===== src/rtl/util_pack_pkg.sv =====
// Shared types and helpers for the packet mux/demux utilities.
package util_pack_pkg;

  typedef enum logic [1:0] {
    IDLE = 2'd0,
    PASS = 2'd1,
    DROP = 2'd2
  } state_e;

  localparam int DEST_MODE_FIELD = 0;
  localparam int DEST_MODE_RR    = 1;

  // Bits needed to represent value; 0 for value 0.
  function automatic int BIT_WIDTH(input int value);
    int w;
    w = 0;
    for (int i = 0; i < 31; i++) begin
      if (value >= (1 << i)) w = i + 1;
    end
    return w;
  endfunction

endpackage


===== src/rtl/util_rr_pick.sv =====
// Combinational picker: first requesting channel strictly after the pointer, wrapping.
module util_rr_pick #(
  parameter int N  = 6,
  parameter int PW = 3
) (
  input  logic [N-1:0]  i_req,
  input  logic [PW-1:0] i_ptr,
  output logic [N-1:0]  o_gnt,
  output logic [PW-1:0] o_idx,
  output logic          o_found
);

  logic [PW-1:0] w_c;

  always_comb begin
    o_gnt   = '0;
    o_idx   = '0;
    o_found = 1'b0;
    w_c     = '0;
    // Offset N is the pointer itself, so it is considered last.
    for (int k = 1; k <= N; k++) begin
      w_c = PW'((int'(i_ptr) + k) % N);
      if (!o_found && i_req[w_c]) begin
        o_gnt[w_c] = 1'b1;
        o_idx      = w_c;
        o_found    = 1'b1;
      end
    end
  end

endmodule


===== src/rtl/util_distdemux.sv =====
// Packet demultiplexer: routes each packet to one channel chosen at sop.
// Optional statistics counters enabled with UTIL_DISTDEMUX_STAT_EN.
module util_distdemux
  import util_pack_pkg::*;
#(
  parameter int DATA_WIDTH  = 64,
  parameter int EMPT_WIDTH  = BIT_WIDTH(DATA_WIDTH/8-1),
  parameter int CHANNEL_QTY = 6,
  parameter int DEST_WIDTH  = 3,
  parameter int DEST_MODE   = 0,
  parameter int INDX_WIDTH  = 10
) (
  input  logic                                     clk_arbit,
  input  logic                                     rst_n,
  input  logic                                     din_sop,
  input  logic                                     din_eop,
  input  logic                                     din_valid,
  input  logic [DATA_WIDTH-1:0]                    din_data,
  input  logic [(EMPT_WIDTH>0?EMPT_WIDTH:1)-1:0]   din_empty,
  input  logic [DEST_WIDTH-1:0]                    din_dest,
  input  logic [CHANNEL_QTY-1:0]                   chan_ready,
  output logic [CHANNEL_QTY-1:0]                   dout_sop,
  output logic [CHANNEL_QTY-1:0]                   dout_eop,
  output logic [CHANNEL_QTY-1:0]                   dout_valid,
  output logic [DATA_WIDTH-1:0]                    dout_data,
  output logic [(EMPT_WIDTH>0?EMPT_WIDTH:1)-1:0]   dout_empty,
  output logic [CHANNEL_QTY-1:0]                   dout_grant,
  output logic [INDX_WIDTH-1:0]                    dout_index,
  output logic                                     drop_pulse,
  output logic                                     err_pulse,
  output logic [1:0]                               dbg_state
`ifdef UTIL_DISTDEMUX_STAT_EN
  ,
  output logic [31:0]                              stat_pkt,
  output logic [31:0]                              stat_drop,
  output logic [31:0]                              stat_err
`endif
);

  localparam int EW = (EMPT_WIDTH > 0) ? EMPT_WIDTH : 1;
  localparam int PW = (BIT_WIDTH(CHANNEL_QTY-1) > 0) ? BIT_WIDTH(CHANNEL_QTY-1) : 1;

  state_e                   r_state;
  logic [PW-1:0]            r_ptr;
  logic [CHANNEL_QTY-1:0]   r_sop, r_eop, r_valid, r_grant;
  logic [DATA_WIDTH-1:0]    r_data;
  logic [EW-1:0]            r_empty;
  logic [INDX_WIDTH-1:0]    r_index;
  logic                     r_drop, r_err;

  logic [CHANNEL_QTY-1:0]   w_field_gnt, w_rr_gnt, w_tgt;
  logic [PW-1:0]            w_rr_idx;
  logic                     w_rr_found, w_found;
  logic                     w_is_sop, w_err, w_grant_ev, w_drop_ev;

  util_rr_pick #(.N(CHANNEL_QTY), .PW(PW)) u_rr_pick (
    .i_req   (chan_ready),
    .i_ptr   (r_ptr),
    .o_gnt   (w_rr_gnt),
    .o_idx   (w_rr_idx),
    .o_found (w_rr_found)
  );

  // Field mode: an out-of-range destination matches no channel and is dropped.
  always_comb begin
    w_field_gnt = '0;
    for (int i = 0; i < CHANNEL_QTY; i++) begin
      w_field_gnt[i] = (din_dest == DEST_WIDTH'(i)) && chan_ready[i];
    end
  end

  assign w_tgt      = (DEST_MODE == DEST_MODE_RR) ? w_rr_gnt : w_field_gnt;
  assign w_found    = (DEST_MODE == DEST_MODE_RR) ? w_rr_found : (|w_field_gnt);
  assign w_is_sop   = din_valid && din_sop;
  assign w_grant_ev = w_is_sop && w_found;
  assign w_drop_ev  = w_is_sop && !w_found;
  assign w_err      = (w_is_sop && (r_state != IDLE)) ||
                      (din_valid && !din_sop && (r_state == IDLE));

  always_ff @(posedge clk_arbit or negedge rst_n) begin
    if (!rst_n) begin
      r_state <= IDLE;
      r_ptr   <= PW'(CHANNEL_QTY-1);
      r_sop   <= '0;
      r_eop   <= '0;
      r_valid <= '0;
      r_grant <= '0;
      r_data  <= '0;
      r_empty <= '0;
      r_index <= '0;
      r_drop  <= 1'b0;
      r_err   <= 1'b0;
    end else begin
      r_sop   <= '0;
      r_eop   <= '0;
      r_valid <= '0;
      r_drop  <= w_drop_ev;
      r_err   <= w_err;
      // Grant stays visible through the eop beat, then clears.
      if (r_state != PASS) r_grant <= '0;
      if (w_is_sop) begin
        if (w_found) begin
          r_valid <= w_tgt;
          r_sop   <= w_tgt;
          r_eop   <= {CHANNEL_QTY{din_eop}} & w_tgt;
          r_grant <= w_tgt;
          r_data  <= din_data;
          r_empty <= din_empty;
          r_index <= '0;
          r_state <= din_eop ? IDLE : PASS;
          if (DEST_MODE == DEST_MODE_RR) r_ptr <= w_rr_idx;
        end else begin
          r_grant <= '0;
          r_state <= din_eop ? IDLE : DROP;
        end
      end else if (din_valid) begin
        case (r_state)
          PASS: begin
            r_valid <= r_grant;
            r_eop   <= {CHANNEL_QTY{din_eop}} & r_grant;
            r_data  <= din_data;
            r_empty <= din_empty;
            r_index <= (&r_index) ? r_index : r_index + 1'b1;
            if (din_eop) r_state <= IDLE;
          end
          DROP: begin
            if (din_eop) r_state <= IDLE;
          end
          default: ;
        endcase
      end
    end
  end

  assign dout_sop   = r_sop;
  assign dout_eop   = r_eop;
  assign dout_valid = r_valid;
  assign dout_data  = r_data;
  assign dout_empty = r_empty;
  assign dout_grant = r_grant;
  assign dout_index = r_index;
  assign drop_pulse = r_drop;
  assign err_pulse  = r_err;
  assign dbg_state  = r_state;

`ifdef UTIL_DISTDEMUX_STAT_EN
  logic [31:0] r_stat_pkt, r_stat_drop, r_stat_err;

  always_ff @(posedge clk_arbit or negedge rst_n) begin
    if (!rst_n) begin
      r_stat_pkt  <= '0;
      r_stat_drop <= '0;
      r_stat_err  <= '0;
    end else begin
      if (w_grant_ev) r_stat_pkt  <= r_stat_pkt + 32'd1;
      if (w_drop_ev)  r_stat_drop <= r_stat_drop + 32'd1;
      if (w_err)      r_stat_err  <= r_stat_err + 32'd1;
    end
  end

  assign stat_pkt  = r_stat_pkt;
  assign stat_drop = r_stat_drop;
  assign stat_err  = r_stat_err;
`endif

endmodule


===== config.mk =====
export PLATFORM = sky130hd
export DESIGN_NAME = util_distdemux
export DESIGN_NICKNAME = d
export VERILOG_FILES = /design/src/rtl/util_pack_pkg.sv /design/src/rtl/util_rr_pick.sv /design/src/rtl/util_distdemux.sv
export SDC_FILE = /design/constraint.sdc
export NUM_CORES = 1
export LEC_CHECK = 0
export ABC_AREA = 0
export BUFFER_PORTS_ARGS = -buffer_cell sky130_fd_sc_hd__buf_2
export CAP_MARGIN = 20
export CORE_UTILIZATION = 25
export CTS_CLUSTER_SIZE = 8
export DETAILED_ROUTE_END_ITERATION = 16
export PLACE_DENSITY = 0.43
export REMOVE_ABC_BUFFERS = 1
export SLEW_MARGIN = 20
export SYNTH_ARGS = -nofsm -noshare
export SYNTH_HDL_FRONTEND = slang
export SYNTH_SLANG_ARGS = --single-unit

===== constraint.sdc =====
create_clock -name clk_arbit -period 1.9 [get_ports clk_arbit]
set_input_delay 0.38 -clock clk_arbit [delete_from_list [all_inputs] [get_ports clk_arbit]]
set_output_delay 0.38 -clock clk_arbit [all_outputs]
set_load 0.03 [all_outputs]

---- Word level (Yosys, flattened, before mapping) ----
Cells that the tools add are included.
Widths: inputs -> output; s select.
storage, ports and cells
  bits in registers ....................... 105
  latch bits .............................. 0
  RAM bits ................................ 0
  ROM bits ................................ 0
  bits of input ports ..................... 81
  logic and storage cells ................. 82
  memories kept ........................... 0
operators by class
  add/sub/neg operators ................... 1
  multipliers ............................. 0
  divide/modulo/power cells ............... 0
  magnitude comparators ................... 0
  equality and inequality tests ........... 10
  shift operators ......................... 0
  multiplexer cells ....................... 31
  bitwise gates (word level) .............. 2
  reductions and logical operators ........ 28
operators by type and width
  operator               number
  $mux 64                4
  $mux 6                 11
  $mux 10                5
  $and 6x6->6            2
  $mux 2                 6
  $mux 3                 4
  $reduce_bool 2->1      6
  $logic_and 1x1->1      11
  $add 10x1->10 const B  1
  $reduce_and 10->1      1
  $eq 3x2->1 const B     2
  $eq 3x3->1 const B     2
  $reduce_and 3->1       2
  $reduce_or 6->1        1
  $ne 2x2->1 const B     2
  $reduce_and 4->1       1
  $eq 3x1->1 const B     1
  $logic_not 3->1        1
  $eq 2x1->1 const B     1
  $eq 2x2->1 const B     1
  $logic_not 1->1        2
  $logic_not 2->1        1
  $ne 2x1->1 const B     1
  $reduce_or 2->1        1
  2 further kinds        2

---- Longest topological paths before layout ----
  depth in word-level cells ............... 5
  mapped depth ............................ 8
  depth with buffers taken out ............ 6

---- Worst setup path after synthesis ----
Ideal clock, no wire load.
  path type ............................... register -> register
  start point ............................. register r_index[0], in the netlist dout_index[0]
  end point ............................... register r_index[7], in the netlist dout_index[7]
  library setup time ...................... 0.144 ns
  data arrival time ....................... 1.786 ns
  data required time ...................... 1.756 ns
  setup slack ............................. -0.030 ns
  cell stages (with the launch flop) ...... 7
  period minus slack after synthesis ...... 1.930 ns
  cells stage by stage .................... dfrtp_1 -> ha_1 -> nand3_1 -> nor4_4 -> nor2_1 -> a41oi_1 -> a31oi_1
between the ends
  longest elaborated chain between the ends .. 5
  elaborated cells on any way between the ends .. 8
ends and longest elaborated chain
  element                 RTL line               RTL
  from (decl)             util_distdemux.sv:48   logic [INDX_WIDTH-1:0] r_index;
  from (signal assigned)  util_distdemux.sv:123  r_index <= (&r_index) ? r_index : r_index + 1'b1;
  $add 10x1->10           util_distdemux.sv:123
  $mux 10                 util_distdemux.sv:123
  $mux 10                 util_distdemux.sv:117  case (r_state)
  $mux 10                 util_distdemux.sv:116  end else if (din_valid) begin
  $mux 10                 util_distdemux.sv:101  if (w_is_sop) begin
Parallel ways exist; a longest one is shown, timed or not. The select of a mux whose other input is x is not followed.
A chain may end at the register's enable or synchronous reset.

---- Worst setup path after layout ----
  start point ............................. register r_state[1], in the netlist dbg_state[1]
  end point ............................... register r_data[6], in the netlist dout_data[6]
between the ends
  longest elaborated chain between the ends .. 3
ends and longest elaborated chain
  element                      RTL line               RTL
  from (decl)                  util_distdemux.sv:43   state_e r_state;
  from (signal assigned)       util_distdemux.sv:110  r_state <= din_eop ? IDLE : PASS;
  from (signal assigned)       util_distdemux.sv:114  r_state <= din_eop ? IDLE : DROP;
  $eq 2x1->1                   util_distdemux.sv:117
  $reduce_bool 2->1 (no line)  n/a
  $reduce_and 3->1 (no line)   n/a
  to (signal assigned)         util_distdemux.sv:107  r_data <= din_data;
  to (signal assigned)         util_distdemux.sv:121  r_data <= din_data;
  to (decl)                    util_distdemux.sv:46   logic [DATA_WIDTH-1:0] r_data;
Every way passes these cells.

==> impl_summary.txt <==
----------------------------------------------------
[Drt]
  Total number of vias ... 3147
  Remaining antenna violation count after routing ... 0
  Total wire length ... 11300 um
  Number of DRC markers in iteration 0 ... 102
  Drt via density ... 4.24
  Post-route DRC ... 0
  DRT Pass-1 Iters ... 4
  Detail-routed net length per standard cell ... 15.3 um

[Worst setup path]
  Critical Path Stages ... 7
  Delay of the slowest cell on the worst path ... 0.35 ns
  Required arrival time at the worst endpoint ... 2.13 ns
  Cell with the largest stage delay on the worst path ... sky130_fd_sc_hd__dfrtp_1
  Critical Path AT ... 1.98 ns
  Critical path launch point type ... flop
  Worst Setup End Kind ... flop
  Worst path bufs/invs ... 3
  Critical-path cell list ... inv_1 -> ha_1 -> o21a_1 -> o31ai_4 -> buf_12 -> buf_4 -> mux2_4
  Max Fanout on Critical Path ... 20
  Cell class contributing the biggest share of worst-path delay ... buffers and inverters
  Reg2reg path depth ... 7
  CP Class ... reg -> reg

[Global route]
  Initial antenna violation count ... 0
  Remaining Overflow, GRT ... 0
  Pin count of the biggest net entering global routing ... 101
  First-pass GRT wire length ... 17900 um
  Global routing usage summed across all routing layers ... 0.129
  Via count of the first global-routing pass ... 3293

[Final layout]
  Area Growth Syn to Fin ... 39.4%
  Share of post-route cells with drive strength above 1 ... 0.586
  Net count of the finished layout ... 601
  Count of antenna diodes in the layout ... 0
  Final design area excluding fillers ... 0.00608 sq mm
  Filler cell count ... 1723
  Final core utilization ... 0.362

[Synth]
  Fraction of the yosys area taken by sequential cells ... 0.602
  Area of the mapped netlist ... 0.00437 sq mm
  Basic-gate share of the synthesized area counting and, or, nand and nor cells ... 0.0782
  Flip-flop and latch count after synthesis ... 105
  Area leader, netlist ... sky130_fd_sc_hd__dfrtp_1
  Synthesized-area fraction occupied by adder cells ... 0.00860
  Total of warnings raised by yosys ... 0
  Fraction of synthesized cell area taken by the top area cell type ... 0.602
  Avg Synthesized Cell Area ... 14.5 sq um
  Largest family of logic cells by synthesized area ... multiplexers
  Xor/xnor share of the synthesized area ... 0.00201
  Post-synthesis cell type count ... 42
  Top flip-flop cell by instance count after synthesis ... sky130_fd_sc_hd__dfrtp_1
  Dominant cells by area after synthesis ... sky130_fd_sc_hd__dfrtp_1 60%, sky130_fd_sc_hd__mux2_4 18%, sky130_fd_sc_hd__mux2_2 3.6%, sky130_fd_sc_hd__buf_6 1.8%, sky130_fd_sc_hd__nand2_1 1.2%
  Share of cell area taken by muxes after synthesis ... 0.225
  FFs w/ async S/R, synth ... 1.00
  Compound-gate portion of the synthesized area ... 0.0487
  Gate count of the mapped netlist ... 301
  EDFF count, synth ... 0

[CTS]
  Setup fix buffers added after clock tree synthesis ... 0
  CTS root buffer ... sky130_fd_sc_hd__clkbuf_16
  Maximum level of the CTS H-tree ... 3
  CTS tree ... done
  CTS buffer count ... 9
  Sink Count ... 105
  Clock input transition at the sequential cells of the worst setup and hold paths ... 0.07 ns
  Clock Latency Late Sink ... 0.35 ns
  Number of cells upsized or downsized after cts ... 0
  Worst-case clock buffer depth ... 2
  CTS Hold Bufs ... 1

[Worst hold path]
  HP Class ... in -> reg
  Cell count of the worst hold path ... 2

[Placed design]
  HPWL after detailed placement ... 8310 um
  Routability congestion estimate from global placement ... 0.766
  Buffers on Ports ... 185
  Cell area after placement ... 0.00578 sq mm

[Pwr]
  P_leak ... 3.27 nW
  Pwr/cell area ... 1240 mW/mm^2
  Peak ir drop on the vdd network ... 572 uV

[Die]
  Die Footprint ... 0.0180 sq mm
  IO Count ... 186
  Site row count ... 47
  Chip height ... 134 um
  Floorplan core area ... 0.0168 sq mm
  Die Wd ... 134 um
  Initial Utilization ... 0.260

[Outcome]
  Status ... finished, final reports clean

[Timing]
  Worst slew slack as a fraction of its limit ... 0.624
  Highest Clock Rate ... 573 MHz
  Crit share post-route ... 0.919
  Shortest period the worst path allows ... 1.75 ns
  Slew at the pin closest to its max-slew limit ... 0.564 ns
  Unrepaired setup endpoints after global routing ... no
  Skew final ... 0.00407 ns
  Total count of max-transition violations in the final report ... 0
  Setup Viol. Count Final ... 0
  Final hold violation count ... 0

[Run]
  Max-cap viol count ... 0

----------------------------------------------------
## metrics by stage
| stage | cells | hold slack (ns) | power (mW) | worst slack (ns) | TNS, ns |
|---|---|---|---|---|---|
| final | 742 | 0.257 | 7.57 | 0.154 | 0 |
| after global routing | 742 | 0.237 | 7.97 | 0.0720 | 0 |
| after global placement | 725 | 0.196 | 5.76 | -0.104 | -4.34 |
| after CTS | 742 | 0.237 | 7.69 | 0.148 | 0 |
| after floorplan | 287 | 0.0844 | 4.87 | -4.00 | -299.11 |
| after detailed placement | 725 | 0.196 | 5.79 | -0.114 | -4.57 |
## worst paths after layout
kind                               start             to  slack (ns)
min                              din_eop   dbg_state[1]        0.26
min in group asynchronous          rst_n  dout_data[62]        0.38
min reg2reg                dout_data[18]  dout_data[18]        0.50
max in group asynchronous          rst_n  dout_valid[4]        0.76
max                         dbg_state[1]   dout_data[6]        0.15
max reg2reg                 dbg_state[1]   dout_data[6]        0.15
## Yosys cell counts, types with 5 or more instances
| master | instances |
|---|---|
| sky130_fd_sc_hd__a21oi_1 | 9 |
| sky130_fd_sc_hd__a31oi_1 | 5 |
| sky130_fd_sc_hd__buf_6 | 7 |
| sky130_fd_sc_hd__dfrtp_1 | 105 |
| sky130_fd_sc_hd__inv_1 | 11 |
| sky130_fd_sc_hd__mux2_2 | 14 |
| sky130_fd_sc_hd__mux2_4 | 53 |
| sky130_fd_sc_hd__nand2_1 | 14 |
| sky130_fd_sc_hd__nand3_1 | 8 |
| sky130_fd_sc_hd__nor2_1 | 14 |
| sky130_fd_sc_hd__nor2b_1 | 7 |
| sky130_fd_sc_hd__o21ai_0 | 7 |
## cell type report
type,count,area [sq um],area share
Clock inverter,5,45.0,0.00740
Timing Repair Buffer,219,1250,0.205
Clock buffer,11,253,0.0415
Tap cell,220,275,0.0452
Inverter,11,41.3,0.00679
Sequential cell,105,2630,0.432
Multi-Input combinational cell,171,1590,0.262
## where the power goes
group | total (mW) | internal, mW | switching, mW
sequential | 2.96 | 2.71 | 0.249
combinational | 2.75 | 1.13 | 1.63
clock | 1.85 | 0.981 | 0.870
## routing by layer
layer  part of all wire  vias up  global-route usage
met5                  0        -                   0
met4             0.0096        0              0.0356
met3              0.072        6              0.0423
met2               0.47      118               0.204
met1               0.45     1546               0.167
li1                   -     1477                   -
## kinds of logic (layout without fill, tap and decap cells)
family                   count (synthesis)  count (layout)
flip-flops                             105             105
multiplexers                            70              70
AND/OR/NAND/NOR                         64              64
AO/OA/AOI/OAI                           33              33
buffers and inverters                   25             246
adder cells (fa/ha/maj)                  3               3
XOR/XNOR                                 1               1
## cell usage in the layout, fill, tap and decap left out, drive strengths merged, types with 3 or more instances in the layout
cell / n
mux2: 67
a21oi: 9
buf: 218
inv: 13
a31oi: 5
dfrtp: 105
nand2: 14
clkbuf: 11
mux2i: 3
ha: 3
nor2: 15
nand3: 8
o31ai: 5
and2: 3
and3: 3
nor4: 3
o21ai: 8
nor2b: 7
## state kept, by name, summed over array words and instances, names as in the netlist
signal      cells
dout_eop        6
dbg_state       2
dout_index     10
dout_empty      3
err_pulse       1
dout_data      64
drop_pulse      1
dout_sop        6
dout_grant      6
dout_valid      6
No activity file was read; power rests on OpenSTA's default activity.
